<file path="src/rtl/mux_rr_t_pkg.sv">
// Shared constants for the class-tagged word stream produced by mux_rr_t and consumed by demux_t.
package mux_rr_t_pkg;

    localparam int DEF_BITNUMBER = 6;
    localparam int DEF_CNTW      = 8;

    // The class bit sits just below the word MSB for any word width.
    function automatic int class_bit_of(input int bitnumber);
        return bitnumber - 2;
    endfunction

    localparam int CLASS_BIT = class_bit_of(DEF_BITNUMBER);
    localparam int SRC_P0    = 0;
    localparam int SRC_P1    = 1;

endpackage

</file>
<file path="src/rtl/mux_rr_t_if.sv">
// Source-FIFO / output-stream bundle of the two-source round-robin multiplexer.
import mux_rr_t_pkg::*;

interface mux_rr_t_if #(
    parameter int BITNUMBER = DEF_BITNUMBER,
    parameter int CNTW      = DEF_CNTW
);
    logic [BITNUMBER-1:0] data_P0;
    logic [BITNUMBER-1:0] data_P1;
    logic                 empty_P0;
    logic                 empty_P1;
    logic                 pause_D0;
    logic                 pause_D1;
    logic                 pop_P0;
    logic                 pop_P1;
    logic [BITNUMBER-1:0] Mux_out;
    logic                 Mux_valid;
    logic [CNTW-1:0]      cnt_P0;
    logic [CNTW-1:0]      cnt_P1;

    // master: the multiplexer itself; slave: the FIFOs and downstream logic around it.
    modport master (
        input  data_P0, data_P1, empty_P0, empty_P1, pause_D0, pause_D1,
        output pop_P0, pop_P1, Mux_out, Mux_valid, cnt_P0, cnt_P1
    );

    modport slave (
        output data_P0, data_P1, empty_P0, empty_P1, pause_D0, pause_D1,
        input  pop_P0, pop_P1, Mux_out, Mux_valid, cnt_P0, cnt_P1
    );

endinterface

</file>
<file path="src/rtl/mux_rr_t_rr_arb2.sv">
// Two-requester round-robin arbiter; on a tie the requester not served most recently wins.
import mux_rr_t_pkg::*;

module rr_arb2 (
    input  logic       clk,
    input  logic       reset,
    input  logic [1:0] req,
    output logic [1:0] grant
);

    logic last;

    always_comb begin
        grant = req;
        if (req == 2'b11) begin
            grant = last ? 2'b01 : 2'b10;
        end
    end

    // Reset to P1 so that P0 wins the first tie.
    always_ff @(posedge clk) begin
        if (reset) begin
            last <= 1'b1;
        end else if (grant[SRC_P0]) begin
            last <= 1'(SRC_P0);
        end else if (grant[SRC_P1]) begin
            last <= 1'(SRC_P1);
        end
    end

endmodule

</file>
<file path="src/rtl/mux_rr_t.sv">
// Round-robin merge of two FWFT source FIFOs into one registered stream, class bit forced to the source index.
import mux_rr_t_pkg::*;

module mux_rr_t #(
    parameter int BITNUMBER = DEF_BITNUMBER,
    parameter int CNTW      = DEF_CNTW
) (
    input logic        clk,
    input logic        reset,
    mux_rr_t_if.master bus
);

    localparam int CB = class_bit_of(BITNUMBER);

    logic [1:0]           req;
    logic [1:0]           grant;
    logic [BITNUMBER-1:0] word0;
    logic [BITNUMBER-1:0] word1;

    // Pause is used unregistered so a full destination never sees another pop.
    assign req[SRC_P0] = !reset && !bus.empty_P0 && !bus.pause_D0;
    assign req[SRC_P1] = !reset && !bus.empty_P1 && !bus.pause_D1;

    rr_arb2 u_arb (
        .clk   (clk),
        .reset (reset),
        .req   (req),
        .grant (grant)
    );

    assign bus.pop_P0 = grant[SRC_P0];
    assign bus.pop_P1 = grant[SRC_P1];

    always_comb begin
        word0     = bus.data_P0;
        word0[CB] = 1'(SRC_P0);
        word1     = bus.data_P1;
        word1[CB] = 1'(SRC_P1);
    end

    always_ff @(posedge clk) begin
        if (reset) begin
            bus.Mux_out   <= '0;
            bus.Mux_valid <= 1'b0;
            bus.cnt_P0    <= '0;
            bus.cnt_P1    <= '0;
        end else if (grant[SRC_P0]) begin
            bus.Mux_out   <= word0;
            bus.Mux_valid <= 1'b1;
            bus.cnt_P0    <= bus.cnt_P0 + CNTW'(1);
        end else if (grant[SRC_P1]) begin
            bus.Mux_out   <= word1;
            bus.Mux_valid <= 1'b1;
            bus.cnt_P1    <= bus.cnt_P1 + CNTW'(1);
        end else begin
            bus.Mux_out   <= '0;
            bus.Mux_valid <= 1'b0;
        end
    end

endmodule

</file>
<file path="src/flat_wrapper.sv">
// flat-port wrapper written by rule: the top's interface ports become plain ports
module mux_rr_t_flat 
#(
    parameter int BITNUMBER = DEF_BITNUMBER,
    parameter int CNTW      = DEF_CNTW
)
  (clk, reset, bus_data_P0, bus_data_P1, bus_empty_P0, bus_empty_P1, bus_pause_D0, bus_pause_D1, bus_pop_P0, bus_pop_P1, bus_Mux_out, bus_Mux_valid, bus_cnt_P0, bus_cnt_P1);
  mux_rr_t_if #(.BITNUMBER(BITNUMBER), .CNTW(CNTW)) bus_i ();
  input logic clk;
  input logic reset;
  input wire logic [$bits(bus_i.data_P0)-1:0] bus_data_P0;
  input wire logic [$bits(bus_i.data_P1)-1:0] bus_data_P1;
  input wire logic [$bits(bus_i.empty_P0)-1:0] bus_empty_P0;
  input wire logic [$bits(bus_i.empty_P1)-1:0] bus_empty_P1;
  input wire logic [$bits(bus_i.pause_D0)-1:0] bus_pause_D0;
  input wire logic [$bits(bus_i.pause_D1)-1:0] bus_pause_D1;
  output wire logic [$bits(bus_i.pop_P0)-1:0] bus_pop_P0;
  output wire logic [$bits(bus_i.pop_P1)-1:0] bus_pop_P1;
  output wire logic [$bits(bus_i.Mux_out)-1:0] bus_Mux_out;
  output wire logic [$bits(bus_i.Mux_valid)-1:0] bus_Mux_valid;
  output wire logic [$bits(bus_i.cnt_P0)-1:0] bus_cnt_P0;
  output wire logic [$bits(bus_i.cnt_P1)-1:0] bus_cnt_P1;
  assign bus_i.data_P0 = bus_data_P0;
  assign bus_i.data_P1 = bus_data_P1;
  assign bus_i.empty_P0 = bus_empty_P0;
  assign bus_i.empty_P1 = bus_empty_P1;
  assign bus_i.pause_D0 = bus_pause_D0;
  assign bus_i.pause_D1 = bus_pause_D1;
  assign bus_pop_P0 = bus_i.pop_P0;
  assign bus_pop_P1 = bus_i.pop_P1;
  assign bus_Mux_out = bus_i.Mux_out;
  assign bus_Mux_valid = bus_i.Mux_valid;
  assign bus_cnt_P0 = bus_i.cnt_P0;
  assign bus_cnt_P1 = bus_i.cnt_P1;
  mux_rr_t #(.BITNUMBER(BITNUMBER), .CNTW(CNTW)) u_core (.clk(clk), .reset(reset), .bus(bus_i));
endmodule
</file>
<file path="config.mk">
export PLATFORM = sky130hd
export DESIGN_NAME = mux_rr_t_flat
export DESIGN_NICKNAME = d
export VERILOG_FILES = /design/src/rtl/mux_rr_t_pkg.sv /design/src/rtl/mux_rr_t_if.sv /design/src/rtl/mux_rr_t_rr_arb2.sv /design/src/rtl/mux_rr_t.sv /design/src/flat_wrapper.sv
export SDC_FILE = /design/constraint.sdc
export NUM_CORES = 1
export LEC_CHECK = 0
export BUFFER_PORTS_ARGS = -buffer_cell sky130_fd_sc_hd__buf_2
export CAP_MARGIN = 10
export CORE_ASPECT_RATIO = 1.1
export CORE_MARGIN = 5
export CORE_UTILIZATION = 52
export CTS_BUF_LIST = sky130_fd_sc_hd__clkbuf_4
export DETAILED_ROUTE_END_ITERATION = 10
export GPL_ROUTABILITY_DRIVEN = 0
export HOLD_SLACK_MARGIN = 0.1
export PLACE_DENSITY = 0.86
export REMOVE_ABC_BUFFERS = 1
export SKIP_LAST_GASP = 1
export SYNTH_ARGS = -nofsm -noshare
export SYNTH_HDL_FRONTEND = slang
export SYNTH_SLANG_ARGS = --single-unit
export TNS_END_PERCENT = 10
</file>
<file path="constraint.sdc">
create_clock -name clk -period 2.6 [get_ports clk]
set_clock_uncertainty 0.15 [all_clocks]
set_input_delay 0.39 -clock clk [delete_from_list [all_inputs] [get_ports clk]]
set_output_delay 0.39 -clock clk [all_outputs]
set_load 0.1 [all_outputs]
</file>
# After elaboration in Yosys (flattened, before gate mapping)

Index checks and enable logic that the tools add are counted.

Flip-flop bits (word level): 24
Bits of input ports: 18
Output and inout bits: 25
Word-level logic and storage cells: 30

Add/subtract/negate cells: 2
Equal/unequal tests: 1
Muxes and demuxes: 8
Bitwise gates (word level): 1
Reductions and logical operators: 12

Operator list:

| kind                                         | count |
|---|---|
| adder 8 x 1 -> 8 bit (second input constant) | 2 |
| 2-to-1 mux 6 bit                             | 2 |
| logical NOT 1 bit                            | 5 |
| logical AND 1 bit                            | 4 |
| 2-to-1 mux 1 bit                             | 4 |
| 2-to-1 mux 2 bit                             | 2 |
| == test 2 bit (second input constant)        | 1 |
| AND reduction 2 bit                          | 1 |
| nonzero test 2 bit                           | 1 |
| OR reduction 2 bit                           | 1 |
| inverter 1 bit                               | 1 |

# Longest topological paths before layout

Depth after elaboration: 7
Depth in mapped cells: 5
Mapped depth without buffers: 5

# Hierarchy

Synthesis repeated with hierarchy kept, for this count alone.

Cells, all modules: 108
Area total of the unflattened synthesis: 985.9 sq um

Modules (own cells, without submodules):

| module   | times used | cells each | area an instance (sq um) | sequential area each (sq um) |
|---|---|---|---|---|
| mux_rr_t | 1          | 101        | 930.9                    | 460.4 |
| rr_arb2  | 1          | 7          | 55.1                     | 20.0 |

# Worst setup path after synthesis

OpenSTA, ideal clock, no wires.

Kind: flip-flop to flip-flop
Start point: register u_core.bus.cnt_P1[0]
End point: register u_core.bus.cnt_P1[2]
Library setup time: 70 ps
Data arrival time: 2,176 ps
Required time: 2,380 ps
Setup slack: 204 ps
Cell stages (with the launch flop): 5
Buffers on the path: 0
Period minus slack after synthesis: 2,396 ps
Cell sequence: dfxtp_1 > ha_1 > or4b_4 > or3_1 > a21oi_1

Longest elaborated chain between the ends: 1

Ends and longest elaborated chain:

| item                     | line              | source |
|---|---|---|
| start: declaration       | mux_rr_t_if.sv:24 | `output pop_P0, pop_P1, Mux_out, Mux_valid, cnt_P0, cnt_P1` |
| start signal: assignment | mux_rr_t.sv:54    | `bus.cnt_P1 <= bus.cnt_P1 + CNTW'(1);` |
| adder 8 x 1 -> 8 bit     | mux_rr_t.sv:54    |  |

Every way passes these cells.
A chain may end at the register's enable or synchronous reset.

# Worst setup path in the final report

Start point: register u_core.u_arb.last
End point: output port bus_pop_P1

Longest elaborated chain between the ends: 2

Ends and longest elaborated chain:

| item                     | line                   | source |
|---|---|---|
| start: declaration       | mux_rr_t_rr_arb2.sv:11 | `logic last;` |
| start signal: assignment | mux_rr_t_rr_arb2.sv:25 | `last <= 1'(SRC_P0);` |
| start signal: assignment | mux_rr_t_rr_arb2.sv:27 | `last <= 1'(SRC_P1);` |
| 2-to-1 mux 2 bit         | mux_rr_t_rr_arb2.sv:16 | `grant = last ? 2'b01 : 2'b10;` |
| 2-to-1 mux 2 bit         | mux_rr_t_rr_arb2.sv:15 | `if (req == 2'b11) begin` |
| end: declaration         | flat_wrapper.sv:18     | `output wire logic [$bits(bus_i.pop_P1)-1:0] bus_pop_P1;` |

Every way passes these cells.

==> flow_summary.toml <==
[clocking]
htree_levels = 1
cts_resized = 0
clkTransAtPathRegs_ns = 0.13
clock_path_buffers = 2
cts_made_buffers = 3
insertion_delay_ns = 0.31
cts_root_buf = "clkbuf_4"
cts_tree = "yes"
cts_hold_buffers = 0
cts_sinks = 24
cts_setup_buffers = 0

[cells_and_area]
stdcell_count = 179
final_common_cell = "buf_2"
layout-drive-gt1-share_pct = 37.50
syn_to_final_growth_pct = 31.21
antenna_cells = 0
finish.net_count = 173
layout_common_cells = "buf_2, dfxtp_1, nor2_1"

[global_routing]
grt_pass1_vias = 863
grt.total_usage_pct = 15.61
grt_max_degree = 15
grt_pass1_wl_um = 3567
grt_overflow_total = 0
antenna_found_initial = 0

[yosys]
ys_warn_count = 0
synthesis.area_sq_mm = 0.001022
syn_inst = 106
syn_area_per_cell_sq_um = 9.644
yosys_register_bits = 24
yosysSeqAreaShare_pct = 47.00
ys_types = 29

[detailed_routing]
drtPass1Iterations = 4
vias = 900
drt-initial-drc-count = 9
finalWirelength_um = 2185
drc = 0
postRouteAntennaNets = 0
avgViaCountPerCell = 5.028
detail_route.wl_per_cell_um = 12.21

[floorplan]
fp-row-count = 16
core_area_sq_mm = 0.001822
io_pins = 43
dieHeight_um = 56.50
fp.dieW_um = 52.28
initial_core_util_pct = 56.11
die_area_sq_mm = 0.002954

[min_path]
holdCritStartpoint = "bus_data_P1[5]"
hold_end = "u_core.bus.Mux_out[5]"
hold_class = "in2reg"
whs_path_depth = 2

[pwr]
sw_frac_of_total_pct = 27.32
p_int_w = 0.0005633
combPwrFrac_pct = 16.3
p_switching_w = 0.0002118
seq_power_share_pct = 49.3
clkPwrFrac_pct = 34.4
p_leak_nw = 0.5864
ir_drop_mv = 0.3985
power.density_mw_per_mm2 = 577.8

[sta]
worst_slew_pin_slew_ns = 0.5167
fmax_mhz = 484.2
timing.final.ws_setup_ns = 0.5349
grt_setup_unrepaired = "no"
fin_crit_sh_pct = 79.43
fin_crit_ns = 2.065
timing.final.hold_violations = 0
setup_viol = 0
setup_tns_ns = 0
slew_headroom_pct = 65.07
drv_slew = 0

[critical_path]
timing.critical_path.from_type = "flip-flop"
cpPeakStageDelay_ns = 0.43
worstPathRequired_ns = 2.06
end_kind = "primary output"
r2r_end = "u_core.bus.cnt_P1[2]"
crit_type = "reg2out"
r2r_slack_ns = 0.83
cp_cell_sequence = "nor3b_2, buf_4, nor2_4, buf_2"
crit_slowest_cell = "buf_2"
arrival_ns = 1.53
reg2reg_depth = 4
reg2reg_from = "u_core.bus.cnt_P1[0]"
critPathMaxFanout = 8

[placed_design]
dp.cells = 175
pre_cts_slack_ns = 0.5333
numPortBuffers = 40
dp_hpwl_um = 1735

[outcome]
status = "complete, no violations"

[flow_run]
drv_cap = 0
==> cell families (layout without fill, tap and decap cells) <==
kind of cell               after synthesis  after routing  synth area share, %
and+or+nand+nor                         52             52                29.50
DFF                                     24             24                47.00
xor gates and xnor gates                12             12                10.28
AOI/OAI and AO/OA                       11             11                7.466
buffers and inverters                    4             50                2.324
adders and majority gates                2              2                2.448
muxes                                    1              1               0.9792
==> worst max-delay path: cells and delay by family, from the launching register on <==
family	cells	cell delay, ns
flip-flops	1	0.35
AND/OR/NAND/NOR	2	0.27
buffers and inverters	2	0.59
==> power groups by stage <==
stage | registers, W | logic [W] | clock network [W]
floorplan | 0.000447 | 0.0000307 | 0
global placement | 0.000390 | 0.000125 | 0
detailed placement | 0.000391 | 0.000127 | 0
CTS | 0.000382 | 0.000127 | 0.000271
global route | 0.000384 | 0.000132 | 0.000285
finish | 0.000382 | 0.000126 | 0.000267
==> layer usage <==
| metal | global-route usage [%] | wire length (um) | vias up |
|---|---|---|---|
| met2 | 28.01 | 1107 | 19 |
| met5 | 0 | 0 | - |
| met4 | 6.569 | 12 | 0 |
| met3 | 2.910 | 105 | 2 |
| li1 | - | - | 462 |
| met1 | 17.43 | 959 | 417 |
==> worst max-delay path by stage <==
stage                    startpoint                   end  cells after the start
2_1_floorplan  u_core.bus.cnt_P1[0]  u_core.bus.cnt_P1[2]                      4
3_3_place_gp                  reset            bus_pop_P1                      4
3_5_place_dp                  reset            bus_pop_P1                      4
4_1_cts           u_core.u_arb.last            bus_pop_P1                      4
5_1_grt           u_core.u_arb.last            bus_pop_P1                      4
6_report          u_core.u_arb.last            bus_pop_P1                      4
==> synthesized netlist by cell type <==
cell type	instances	area [sq um]
dfxtp_1	24	480.5
nor2_1	17	63.81
xnor2_1	9	78.83
nand2_1	8	30.03
a22o_1	5	43.79
nand3_1	4	20.02
nand4_1	4	25.02
nor3_1	4	20.02
o21ai_0	3	15.01
or3_1	3	18.77
xor2_1	3	26.28
a21oi_1	2	10.01
ha_1	2	25.02
nor4_1	2	12.51
nor4b_2	2	30.03
buf_2	1	5.000
buf_6	1	11.26
clkbuf_1	1	3.750
inv_1	1	3.750
mux2i_1	1	10.01
nand3b_1	1	7.510
nor2_2	1	6.260
nor2_4	1	11.26
nor3_2	1	10.01
nor3b_2	1	12.51
nor4b_1	1	8.760
o21a_1	1	7.510
or3_4	1	11.26
or4b_4	1	13.76
==> per-stage QoR <==
step / total power (W) / hold WS [ns] / utilization (%) / area, sq um
2_1_floorplan: 0.0004780 / 0.3091 / - / 1002
3_3_place_gp: 0.0005157 / 0.2923 / 70.74 / 1289
3_5_place_dp: 0.0005172 / 0.3365 / 70.74 / 1289
4_1_cts: 0.0007801 / 0.1204 / 73.63 / 1341
5_1_grt: 0.0008010 / 0.1228 / 73.63 / 1341
6_report: 0.0007750 / 0.1281 / 73.63 / 1341
==> registers in the layout, indices dropped and copies added (netlist names) <==
signal	cells
u_core.bus.Mux_valid	1
u_core.bus.cnt_P0	8
u_core.bus.Mux_out	6
u_core.bus.cnt_P1	8
u_core.u_arb.last	1
==> area by class of cell <==
| type | count | area (sq um) |
|---|---|---|
| timing repair buffer | 45 | 252.7 |
| clock inverter | 1 | 30.03 |
| sequential | 24 | 480.5 |
| fill | 140 | 480.5 |
| clock buffer | 3 | 22.52 |
| tap | 27 | 33.78 |
| multi-input combinational | 78 | 518.0 |
| inverter | 1 | 3.754 |
No activity file was read; power rests on OpenSTA's default activity.
